===== src/rtl/vga_pixel_source.sv =====
// 1024x768@60 VGA timing with framebuffer fetch, colour-bar pattern
// and pixel-replication upscale; all outputs share one fixed latency.
package vga_pkg;

  typedef struct packed {
    logic       de;
    logic       hs;
    logic       vs;
    logic       fs;
    logic       pat;
    logic [2:0] bar;
  } px_ctl_t;

endpackage

module vga_pixel_source
  import vga_pkg::*;
#(
  parameter int   H_ACT    = 1024,
  parameter int   H_FP     = 24,
  parameter int   H_SYNC   = 136,
  parameter int   H_BP     = 160,
  parameter int   V_ACT    = 768,
  parameter int   V_FP     = 3,
  parameter int   V_SYNC   = 6,
  parameter int   V_BP     = 29,
  parameter logic SYNC_POL = 1'b0,
  parameter int   SCALE    = 2,
  parameter int   RAM_LAT  = 1,
  parameter int   ADDR_W   = 16
) (
  input  logic              clk,
  input  logic              RST_N,
  input  logic              enable,
  input  logic              pattern_sel,
  output logic [ADDR_W-1:0] fb_addr,
  output logic              fb_rd_en,
  input  logic [11:0]       fb_data,
  output logic [11:0]       vga_out,
  output logic              hsync,
  output logic              vsync,
  output logic              de,
  output logic              frame_start
);

  localparam int H_TOT  = H_ACT + H_FP + H_SYNC + H_BP;
  localparam int V_TOT  = V_ACT + V_FP + V_SYNC + V_BP;
  localparam int HC_W   = $clog2(H_TOT);
  localparam int VC_W   = $clog2(V_TOT);
  localparam int HS_ON  = H_ACT + H_FP;
  localparam int HS_OFF = HS_ON + H_SYNC;
  localparam int VS_ON  = V_ACT + V_FP;
  localparam int VS_OFF = VS_ON + V_SYNC;
  localparam int BAR_PX = H_ACT / 8;
  localparam int FB_W   = H_ACT >> SCALE;

  logic [HC_W-1:0] h_cnt;
  logic [VC_W-1:0] v_cnt;
  logic            h_last;
  logic            v_last;

  assign h_last = (h_cnt == HC_W'(H_TOT - 1));
  assign v_last = (v_cnt == VC_W'(V_TOT - 1));

  always_ff @(posedge clk or negedge RST_N) begin
    if (!RST_N) begin
      h_cnt <= '0;
      v_cnt <= '0;
    end else if (!enable) begin
      h_cnt <= '0;
      v_cnt <= '0;
    end else if (h_last) begin
      h_cnt <= '0;
      v_cnt <= v_last ? '0 : v_cnt + 1'b1;
    end else begin
      h_cnt <= h_cnt + 1'b1;
    end
  end

  logic              h_act;
  logic              v_act;
  logic              act;
  logic              hs_on;
  logic              vs_on;
  logic              fs_on;
  logic              rd_n;
  logic [ADDR_W-1:0] addr_n;
  logic [2:0]        bar_n;
  px_ctl_t           s1_n;

  assign h_act = h_cnt < HC_W'(H_ACT);
  assign v_act = v_cnt < VC_W'(V_ACT);
  assign act   = enable & h_act & v_act;

  assign hs_on = enable
               & (h_cnt >= HC_W'(HS_ON))
               & (h_cnt <  HC_W'(HS_OFF));

  // vsync is a whole-line property
  assign vs_on = enable
               & (v_cnt >= VC_W'(VS_ON))
               & (v_cnt <  VC_W'(VS_OFF));

  assign fs_on = enable
               & (h_cnt == '0)
               & (v_cnt == '0);

  assign rd_n = act & ~pattern_sel;

  assign addr_n = ADDR_W'(
      32'(v_cnt >> SCALE) * 32'(FB_W)
    + 32'(h_cnt >> SCALE));

  assign bar_n = 3'(32'(h_cnt) / 32'(BAR_PX));

  assign s1_n = '{
    de:  act,
    hs:  hs_on,
    vs:  vs_on,
    fs:  fs_on,
    pat: pattern_sel,
    bar: bar_n
  };

  // pipe[0] is stage 1; pipe[RAM_LAT] lines up with fb_data
  px_ctl_t [RAM_LAT:0] pipe;

  always_ff @(posedge clk or negedge RST_N) begin
    if (!RST_N) begin
      pipe     <= '0;
      fb_rd_en <= 1'b0;
      fb_addr  <= '0;
    end else begin
      pipe     <= {pipe[RAM_LAT-1:0], s1_n};
      fb_rd_en <= rd_n;
      if (rd_n) begin
        fb_addr <= addr_n;
      end
    end
  end

  px_ctl_t     o;
  logic [11:0] bar_rgb;
  logic [11:0] pix_n;

  assign o = pipe[RAM_LAT];

  always_comb begin
    bar_rgb = 12'h000;
    unique case (o.bar)
      3'd0: bar_rgb = 12'hFFF;
      3'd1: bar_rgb = 12'hFF0;
      3'd2: bar_rgb = 12'h0FF;
      3'd3: bar_rgb = 12'h0F0;
      3'd4: bar_rgb = 12'hF0F;
      3'd5: bar_rgb = 12'hF00;
      3'd6: bar_rgb = 12'h00F;
      3'd7: bar_rgb = 12'h000;
    endcase
  end

  assign pix_n = !o.de ? 12'h000
               : o.pat ? bar_rgb
               : fb_data;

  always_ff @(posedge clk or negedge RST_N) begin
    if (!RST_N) begin
      vga_out     <= 12'h000;
      de          <= 1'b0;
      hsync       <= ~SYNC_POL;
      vsync       <= ~SYNC_POL;
      frame_start <= 1'b0;
    end else begin
      vga_out     <= pix_n;
      de          <= o.de;
      hsync       <= o.hs ? SYNC_POL : ~SYNC_POL;
      vsync       <= o.vs ? SYNC_POL : ~SYNC_POL;
      frame_start <= o.fs;
    end
  end

endmodule


===== config.mk =====
export PLATFORM = sky130hd
export DESIGN_NAME = vga_pixel_source
export DESIGN_NICKNAME = d
export VERILOG_FILES = /design/src/rtl/vga_pixel_source.sv
export SDC_FILE = /design/constraint.sdc
export NUM_CORES = 1
export LEC_CHECK = 0
export CAP_MARGIN = 10
export CORE_UTILIZATION = 50
export DETAILED_ROUTE_END_ITERATION = 8
export MAX_ROUTING_LAYER = met4
export PLACE_DENSITY_LB_ADDON = 0.08
export SYNTH_ARGS = -nofsm -noshare
export SYNTH_HDL_FRONTEND = slang
export SYNTH_SLANG_ARGS = --single-unit

===== constraint.sdc =====
create_clock -name clk -period 2 [get_ports clk]
set_input_delay 0.6 -clock clk [delete_from_list [all_inputs] [get_ports clk]]
set_output_delay 0.6 -clock clk [all_outputs]
set_load 0.03 [all_outputs]

# [Yosys cells after proc, flatten, opt, wreduce, memory -nomap -nowiden]
# Memories as Yosys holds them, arrays and structs flattened.
# Index checks and enable logic that the tools add are counted.
# Widths: inputs -> output; s select.
[word_totals] regBits=70 romBits=96 input_bits=16 memories=1
[op_classes] n_addsub=3 n_lt_le_gt_ge=6 eq_ne=3 muxes=9 n_bitwise=10 reduce_logical=2
[memory_table] name="(no name shown)" depth=8 word_bits=12 read_ports=1 rd_ports_with_merged_regs=0 wr=0 line="150" text="unique case (o.bar)"
[ops] operator="$mux 10" n=3
[ops] operator="$mux 12" n=2
[ops] operator="$lt 11x11->1 const B" n=2
[ops] operator="$mux 11" n=2
[ops] operator="$lt 10x10->1 const B" n=2
[ops] operator="$add 16x9->16" n=1
[ops] operator="$add 11x1->11 const B" n=1
[ops] operator="$eq 11x11->1 const B" n=1
[ops] operator="$ge 11x11->1 const B" n=1
[ops] operator="$logic_not 11->1" n=1
[ops] operator="$add 10x1->10 const B" n=1
[ops] operator="$eq 10x10->1 const B" n=1
[ops] operator="$ge 10x10->1 const B" n=1
[ops] operator="$logic_not 10->1" n=1
[ops] operator="$and 1x1->1" n=9
[ops] operator="$mux 1" n=2
[ops] operator="$ne 2x1->1 const B" n=1
[ops] operator="$not 1->1" n=1

# [Depth between registers and ports, before layout]
# Gate-level depths: netlist (run 1).
[depth] ltp_word=4 depth_mapped=6

# [Least setup slack after synthesis (run 1)]
# No wires, ideal clock.
[synth_timing] path_kind="register to register" from="register v_cnt[4]" to="register v_cnt[5]" setup_ps=121 arrival_ps=1553 t_required_ps=1879 path_slack_ps=326 path_stages_with_launch=6 path_buffers=1 cell_sequence="dfrtp_1 -> buf_6 -> or3_1 -> o31a_1 -> a22o_1 -> a22o_1"
[synth_between] elab_chain_len=4 word_cells_on_any_way=5
[synth_rtl] item="from (decl)" line="58" text="logic [VC_W-1:0] v_cnt;"
[synth_rtl] item="from (signal assigned)" line="74" text="v_cnt <= v_last ? '0 : v_cnt + 1'b1;"
[synth_rtl] item="$add 10x1->10 / $eq 10x10->1 (equally long branches)" line="74, 63"
[synth_rtl] item="$mux 10 (*)" line="74"
[synth_rtl] item="$mux 10 (*)" line="72" text="end else if (h_last) begin"
[synth_rtl] item="$mux 10 (*)" line="69" text="end else if (!enable) begin"
# Every way passes the cells marked *; elsewhere a longest branch is shown, timed or not. The select of a mux whose other input is x is not followed.
# A chain may end at the register's enable or synchronous reset.

# [Final worst setup path (run 1)]
[layout_timing] from="register fb_addr[0]" to="output fb_addr[0]"
[layout_rtl] item="from (decl)" line="36" text="output logic [ADDR_W-1:0] fb_addr,"
[layout_rtl] item="from (signal assigned)" line="137" text="fb_addr <= addr_n;"
# No word-level cell between the ends.

==> impl_metrics.toml, run 1 <==
[placed_design]
gp_congestion = 0.8181
numPortBuffers = 48
dp_cells = 400
hpwl_mm = 4.348

[finish]
final_util_pct = 68.87
area_delta_synth_final_pct = 31.75
instances_no_fill = 416
antenna-diode-count = 0
drive_gt1_share_pct = 18.48
final_net_count = 360

[yosys]
synth_cells = 267
synth_top_area_cell = "dfrtp_1"
ys_top_cells_by_area = "dfrtp_1 (55%), mux2_2 (3.6%), nand2b_1 (3.4%)"
ys_seq_area_share_pct = 56.35
syn-mean-instance-area_um2 = 11.66
syn_nets = 291
synth-edff-count = 0
synth-main-ff-cell = "dfrtp_1"
synth_top_area_share_pct = 54.66
synth_most_common_cell = "dfrtp_1"
synthTopCellsByCount = "dfrtp_1 (68), nand2b_1 (17), nand2_1 (15), nor2_1 (14), nand3_1 (13)"
ys_ff_latch = 70
netlist_area_um2 = 3113
yosysUniqueCellTypes = 51
ys_warn_count = 0
async_flop_share_pct = 100.0

[floorplan]
core_area_um2 = 5956
num_io_pins = 49
die_w_um = 80.91
initial_core_util_pct = 52.27
die_h_um = 80.91
rows = 28
die_area_um2 = 6546

[routing]
routed_via_density = 5.397
ant_nets = 0
wire_per_inst_um = 15.15
drt-total-wl_mm = 6.304
drt_first_pass_iters = 4
drcViolationCount = 0
via_count = 2245
first_iter_violations = 108

[critical_path]
end_kind = "primary output"
cp.required_ns = 1.40
startpoint_type = "flip-flop"
crit_fanout = 2
slowest_delay_ns = 0.67
path_cells = "clkdlybuf4s50_1"
crit_path_top_delay_cell = "clkdlybuf4s50_1"
path_class = "reg -> out"
setup.worst_path.start = "fb_addr[0]"
cp_data_arrival_time_ns = 1.37
path_buf_inv = 1
critPathTopFamily = "buffers and inverters"
reg2reg_from = "h_cnt[1]"

[global_routing]
grt_pass1_vias = 2151
globalRouteMet2Util_pct = 33.11
grt_pass1_wl_mm = 10.42
grt_max_degree = 25
met3_usage_pct = 4.494
gr-max-usage-layer = "met2"
grt-ovfl-total = 0
antenna_found_initial = 0
grt.total_usage_pct = 22.26
grt_use_met1_pct = 29.64

[sta]
drv_slew = 0
holdWs_ns = 0.1879
finClkSkew_ns = 0.008293
worstMarginPinSlew_ns = 0.5394
max_freq_mhz = 508.8
setup_violations = 0
min_period_over_period_pct = 98.27
slew_headroom_pct = 63.11
rsz0062_at_grt = "false"
hold_viol_final = 0
fin_crit_ns = 1.965

[worst_hold_path]
hold_class = "in -> async"

[clock_tree]
clk_pin_slew_ns = 0.08
cts_hold_buf = 0
cts_num_sinks = 70
cts_buffers = 9
clock_latency_ns = 0.35
clockBufferDepth = 2
ctsHtreeMaxLevel = 3
cts_tree = "built"
cts_root_buffer = "clkbuf_8"
post_cts_buffers = 0

[power_and_ir_drop]
ir_drop_mv = 0.4958
p_per_area_nw_per_um2 = 787.7
power_frac_clock_pct = 43.1
p_switching_mw = 0.7752
seq_power_share_pct = 46.4
p_int_mw = 2.455
pwr-share-comb_pct = 10.5
swShare_pct = 24.00
p_leak_nw = 2.005

[run_status]
status = "complete, no violations"

[flow_run]
maxCapViolCount = 0
-- state kept, by name, summed over array words and instances, names as in the netlist --
register / flops
frame_start: 1
h_cnt: 11
fb_addr: 16
vsync: 1
hsync: 1
pipe: 8
vga_out: 12
fb_rd_en: 1
de: 1
v_cnt: 10
o: 8
-- cells in the final DEF, fill, tap and decap left out, types with 6 or more instances in the layout --
cell type        instances
nand2_1                 15
a21boi_0                10
nand2b_1                16
a21oi_1                  7
mux2_2                  10
clkbuf_8                 9
inv_1                    7
buf_4                   25
ha_1                     8
dfrtp_1                 68
nor2_1                  14
xnor2_1                  8
clkdlybuf4s50_1         32
and2_1                   6
dlymetal6s2s_1          10
nand3_1                 13
-- worst reg2reg max path, cell delays in order, from the launching register on --
cell and delay, ns:
dfrtp_1 0.38, ha_1 0.22, and4_4 0.28, nand4_4 0.19, buf_4 0.23, nand2b_2 0.24
o31ai_2 0.23
-- path summary, 6_finish.rpt --
| check | to | slack (ns) | cells after the start |
|---|---|---|---|
| setup reg to reg | v_cnt[3] | 0.15 | 6 |
| hold reg to reg | o[0] | 0.35 | 0 |
| hold / removal | vga_out[5] | 0.19 | 1 |
| max in group asynchronous | h_cnt[5] | 1.25 | 2 |
| setup / recovery | fb_addr[0] | 0.03 | 1 |
| min in group clk | o[0] | 0.35 | 0 |
-- power by group through the flow --
stage / clock network (mW) / logic, mW / registers [mW]
floorplan: 0 / 0.0829 / 1.60
global placement: 0 / 0.342 / 1.52
detailed placement: 0 / 0.347 / 1.53
CTS: 1.41 / 0.346 / 1.50
global route: 1.48 / 0.369 / 1.50
finish: 1.39 / 0.340 / 1.50
-- what timing repair did --
item | in CTS | in global routing
endpoints found under the hold margin | 0 | 0
pin swaps | 0 | 0
gates resized for setup | 5 | 13
endpoints found under the setup margin | 5 | 12
-- per-layer routing --
layer	vias to the layer above	wire, um
met1	1092	3008
met3	11	270
met2	61	2899
li1	1081	-
met5	-	0
met4	0	126
-- stage by stage --
stage	total power, mW	area (um2)	setup TNS [ns]	worst slack, ns
finish	3.231	4101	0	0.03453
global route	3.349	4101	0	0.001712
CTS	3.255	4064	0	0.005511
detailed placement	1.873	3824	-0.8753	-0.1300
global placement	1.866	3824	-0.9985	-0.1948
floorplan	1.682	3113	0	0.3255
-- cells by family (layout without fill, tap and decap cells) --
| group | Yosys count | count (layout) | share of synthesized area (%) |
|---|---|---|---|
| simple gates | 98 | 98 | 19.29 |
| mux | 12 | 12 | 4.261 |
| fa+ha+maj | 8 | 8 | 3.216 |
| compound gates | 44 | 44 | 10.17 |
| buf+inv | 24 | 98 | 3.617 |
| xor+xnor | 11 | 11 | 3.095 |
| flops | 70 | 70 | 56.35 |
-- area by class of cell --
cell class              instances  area (um2)
repair buffers                 75       721.9
clock inverters                 7       122.6
flip-flops and latches         70        1754
multi-input cells             173        1259
fillers                       447        1854
well taps                      75       93.84
inverters                       7       26.28
clock buffers                   9       123.9
Power figures use the tool's default switching activity.
==> inputs of run 2 (changes only) <==
- CAP_MARGIN: 10 -> unset
- TNS_END_PERCENT: unset -> 50
==> run 2 against run 1 <==
Compared with the run above: power barely moved; fmax barely moved; combinational power barely moved; wire length fell by 0.35%; via count barely moved; sequential cell count did not move; design area barely moved; global-route usage did not move; setup slack improved by 0.00053 ns; cell count did not move; die area did not move; sequential share of layout area barely moved.
==> impl_metrics.toml, run 2 (synthesis gave the netlist of run 1 again) <==
[finish]
final_common_cell = "dfrtp_1"
final_util_pct = 68.82
final_net_count = 360
layout_common_cells = "dfrtp_1 (68), clkdlybuf4s50_1 (32), buf_4 (25)"
area_delta_synth_final_pct = 31.67
antenna-diode-count = 0
drive_gt1_share_pct = 18.18
largest_reg_flops = 16
top_regs = "fb_addr x16, vga_out x12, h_cnt x11"
top_register = "fb_addr"

[run_status]
status = "complete, no violations"

[sta]
setup_ws_ns = 0.03506
rsz0062_at_grt = "true"
worstMarginPinSlew_ns = 0.5152
max_freq_mhz = 508.9
slew_headroom_pct = 64.77
drv_slew = 0
fin_crit_ns = 1.965
min_period_over_period_pct = 98.25
hold_viol_final = 0
setup_violations = 0
finClkSkew_ns = 0.008044

[power_and_ir_drop]
pwr-share-comb_pct = 10.5
ir_drop_mv = 0.4956
swShare_pct = 23.99
seq_power_share_pct = 46.4
p_int_mw = 2.455
p_switching_mw = 0.7750
p_per_area_nw_per_um2 = 788.1
p_leak_nw = 2.004
power.total_mw = 3.230
power_frac_clock_pct = 43.1

[clock_tree]
cts_root_buffer = "clkbuf_8"
post_cts_resized = 5
post_cts_buffers = 0
clk_pin_slew_ns = 0.08
ctsHtreeMaxLevel = 3
cts_tree = "built"
clockBufferDepth = 2
clock_latency_ns = 0.35
cts_buffers = 9
cts_num_sinks = 70
cts_hold_buf = 0

[floorplan]
rows = 28
die_w_um = 80.91
num_io_pins = 49
core_area_um2 = 5956
initial_core_util_pct = 52.27
die_area_um2 = 6546
die_h_um = 80.91

[routing]
drt-total-wl_mm = 6.282
drcViolationCount = 0
ant_nets = 0
wire_per_inst_um = 15.10
routed_via_density = 5.399
via_count = 2246
drt_first_pass_iters = 4
first_iter_violations = 111

[worst_hold_path]
hold_class = "in -> async"

[critical_path]
cp.required_ns = 1.40
cp_data_arrival_time_ns = 1.36
startpoint_type = "flip-flop"
path_buf_inv = 1
slowest_delay_ns = 0.68
rrSetupSlack_ns = 0.11
path_cells = "clkdlybuf4s50_1"
critPathTopFamily = "buffers and inverters"
end_kind = "primary output"
crit_fanout = 2
crit_path_top_delay_cell = "clkdlybuf4s50_1"
path_class = "reg -> out"

[placed_design]
place_ws_ns = -0.1300
numPortBuffers = 48
hpwl_mm = 4.348
gp_congestion = 0.8181

[global_routing]
grt_pass1_wl_mm = 10.42
grt_pass1_vias = 2151
grt-ovfl-total = 0
antenna_found_initial = 0
grt.total_usage_pct = 22.26
grt_max_degree = 25

[flow_run]
maxCapViolCount = 0
-- run 2: layout make-up --
| class | count | area [um2] |
|---|---|---|
| Tap cell | 75 | 93.84 |
| Multi-Input combinational cell | 173 | 1256 |
| Sequential cell | 70 | 1754 |
| Clock inverter | 7 | 122.6 |
| Fill cell | 448 | 1857 |
| Timing Repair Buffer | 75 | 721.9 |
| Clock buffer | 9 | 123.9 |
| Inverter | 7 | 26.28 |
-- run 2: power by group through the flow --
stage	clock, mW	combinational (mW)	sequential (mW)
after floorplan	0	0.0829	1.60
after global placement	0	0.342	1.52
after detailed placement	0	0.347	1.53
after CTS	1.41	0.346	1.50
after global routing	1.48	0.368	1.50
final	1.39	0.339	1.50
-- run 2: layer usage --
metal | wire (um) | part of all wire (%) | track usage, % | up-vias
met2 | 2900 | 46 | 33.11 | 65
met1 | 2972 | 47 | 29.64 | 1089
met3 | 283 | 4.5 | 4.494 | 11
met4 | 126 | 2.0 | 9.643 | 0
li1 | - | - | - | 1081
met5 | 0 | 0 | - | -
-- run 2: final timing paths --
check                                start          to  cells after the start
max in group asynchronous            RST_N    h_cnt[5]                      2
worst max-delay path            fb_addr[1]  fb_addr[1]                      1
min in group clk                   pipe[0]        o[0]                      0
worst max register to register    h_cnt[1]    v_cnt[3]                      6
worst min register to register     pipe[0]        o[0]                      0
worst min-delay path                 RST_N  vga_out[5]                      1
-- run 2: through the flow --
stage	std cells	TNS, ns	instance area (um2)	hold slack (ns)
2_1_floorplan	267	0	3113	0.3044
3_3_place_gp	400	-0.9985	3824	0.3325
3_5_place_dp	400	-0.8753	3824	0.3371
4_1_cts	416	0	4064	0.1955
5_1_grt	416	-0.002874	4099	0.2119
6_report	416	0	4099	0.1882
==> edit (config.mk and constraints of run 2) <==
Add an input register stage for `fb_data`, cleared by the reset; this delays it by one clock. The other inputs are not delayed to match.
--- a/src/rtl/vga_pixel_source.sv
+++ b/src/rtl/vga_pixel_source.sv
@@ -54,4 +54,14 @@
   localparam int BAR_PX = H_ACT / 8;
   localparam int FB_W   = H_ACT >> SCALE;
+
+  logic [11:0] fb_data_q;
+
+  always_ff @(posedge clk or negedge RST_N) begin
+    if (!RST_N) begin
+      fb_data_q <= '0;
+    end else begin
+      fb_data_q <= fb_data;
+    end
+  end
 
   logic [HC_W-1:0] h_cnt;
@@ -162,5 +172,5 @@
   assign pix_n = !o.de ? 12'h000
                : o.pat ? bar_rgb
-               : fb_data;
+               : fb_data_q;
 
   always_ff @(posedge clk or negedge RST_N) begin
Behaviour: not the same (Yosys sat finds a counterexample within 4 cycles, from zero or initial values and one cycle with RST_N low).
==> edit against run 2 <==
- critical path depth is the same
- sequential cell count grew 12
- routed wire length shrank 4.0%
- hold slack gained 0.036 ns
- die area grew 6.6%
- via count shrank 3.9%
- area after synthesis grew 6.8%
- combinational power shrank 10%
- setup slack gained 0.013 ns
- power grew 4.2%
- cell area grew 3.6%
- sequential share of layout area grew 5.6 points
- critical path type unchanged
- highest routed layer unchanged
==> edit: results (changes against run 2) <==
| Metric | Value |
|---|---|
| Status | `finished clean` |
| Biggest regs | `fb_addr x16, fb_data_q x12, vga_out x12` |
| Commonest cells in the netlist | `dfrtp_1 (80), nor2_1 (28), nand2_1 (15)` |
| Synthesized instance count | `272 (+1.9%)` |
| Via count | `2,159 (-3.9%)` |
| Root Driver | `clkbuf_8` |
| Layout cells sized above 1 | `0.178 (-0.00398)` |
| DRT iter0 DRCs | `76 (-32%)` |
| # H-tree levels | `3 (unchanged)` |
| Slew HR | `0.663 (+0.0157)` |
| Final worst clock skew | `0.00780 ns (-0.000240 ns)` |
| Synth top area cells | `dfrtp_1 (60%), mux2_2 (3.4%), nor2_1 (3.2%), ha_1 (3.0%), nand2b_1 (2.6%)` |
| Distinct cells, synth | `49 (-3.9%)` |
| RePlAce Congestion | `0.832 (+1.6%)` |
| CP max-delay cell | `clkdlybuf4s50_1` |
| Post-CTS setup buffers | `0 (unchanged)` |
| Antenna violations before repair | `0 (unchanged)` |
| Layout Cells excl Fill | `420 (+0.96%)` |
| CTS Buffer Depth | `2 (unchanged)` |
| Worst skew pair latency | `around 0.34 ns` |
| R2R setup slack | `0.15 ns (+0.04 ns)` |
| CP arrival | `~1.4 ns` |
| Total Wirelength | `6030 um (-4.0%)` |
| Asr flop ratio synth | `1.00 (unchanged)` |
| Synthesis warning total | `0 (unchanged)` |
| Worst-path clk slew | `0.08 ns (about the same)` |
| Nets@finish | `362 (+0.56%)` |
| Top delay family on crit path | `buffers and inverters` |
| Worst vdd ir | `0.650 mV (+31%)` |
| Layout fillers | `497 (+11%)` |
| Top_reg_cell synth | `dfrtp_1` |
| Global-route wire length before repair | `10,500 um (+0.53%)` |
| Num CTS Buffers | `9 (unchanged)` |
| Worst-path maximum fanout | `2 (unchanged)` |
| Worst hold path class | `in -> async` |
| Static Leak | `2.09 nW (+4.1%)` |
| Syn_nets | `296 (+1.7%)` |
| Register area share after synthesis | `0.618 (+0.0545)` |
| Grt total ovfl | `0 (unchanged)` |
| Gr usage total | `0.198 (-0.0247)` |
| HPWL Detailed | `4310 um (-0.88%)` |
| CP peak stage delay | `between 0.6 and 0.7 ns` |
| # diodes | `0 (unchanged)` |
| IO buf count | `48 (unchanged)` |
| First drt pass iteration count | `4 (unchanged)` |
| Pin count of the biggest net entering global routing | `39 (+56%)` |
| Placed Area | `4000 um^2 (+4.5%)` |
| Placed cells | `404 (+1.0%)` |
## edit: cell count changes after synthesis, sizes merged, moves of 4 or more
cell	delta
and3	-4
dfrtp	+12
nor2	+16
clkbuf	-6
xor2	+5
o21ai	+5
## edit: final timing paths
path / from / end / cells past startpoint
max in group asynchronous: RST_N / vsync / 2
worst max register to register: h_cnt[0] / v_cnt[5] / 6
worst max-delay path: fb_addr[3] / fb_addr[3] / 1
min in group clk: pipe[1] / o[1] / 0
worst min register to register: pipe[1] / o[1] / 0
worst min-delay path: RST_N / o[5] / 1
## edit: timing repair
action | in CTS | in global routing
pin swaps | 0 | 0
hold endpoints to repair | 0 | 0
setup endpoints to repair | 5 | 13
gates resized for setup | 5 | 13
## edit: through the flow
step	setup WS [ns]	utilization	hold WS, ns	TNS (ns)
global route	0.000995	0.665	0.245	0
floorplan	0.162	-	0.304	0
finish	0.0476	0.665	0.224	0
global placement	-0.199	0.626	0.332	-2.73
CTS	0.000366	0.660	0.228	0
detailed placement	-0.256	0.626	0.335	-3.51
## edit: power by group
part	internal [mW]	switching (mW)	total (mW)
Combinational	0.134	0.170	0.305
Clock	0.739	0.577	1.32
Sequential	1.72	0.0299	1.75
Total	2.59	0.778	3.37
## edit: metal layers
metal  wire length, um  vias up  track usage
met4                86        0       0.0647
met2              2870       44        0.301
met3               220        9       0.0603
met1              2860     1043        0.256
met5                 0        -            -
li1                  -     1063            -
## edit: final cells by class
cell class,instances,area (um^2),share of cell area
Inverter,7,26.3,0.00619
Clock buffer,10,138,0.0324
Multi-Input combinational cell,170,1160,0.274
Tap cell,77,96.3,0.0227
Sequential cell,82,2050,0.484
Timing Repair Buffer,68,679,0.160
Clock inverter,6,88.8,0.0209
## edit: cell families (layout without fill, tap and decap cells)
| kind of cell | after synthesis | in the layout | synth area share |
|---|---|---|---|
| AOI/OAI and AO/OA | 40 | 40 | 0.0877 |
| xor gates and xnor gates | 14 | 14 | 0.0369 |
| adders and majority gates | 8 | 8 | 0.0301 |
| buffers and inverters | 20 | 91 | 0.0316 |
| DFF | 82 | 82 | 0.618 |
| muxes | 11 | 11 | 0.0369 |
| and+or+nand+nor | 97 | 97 | 0.159 |
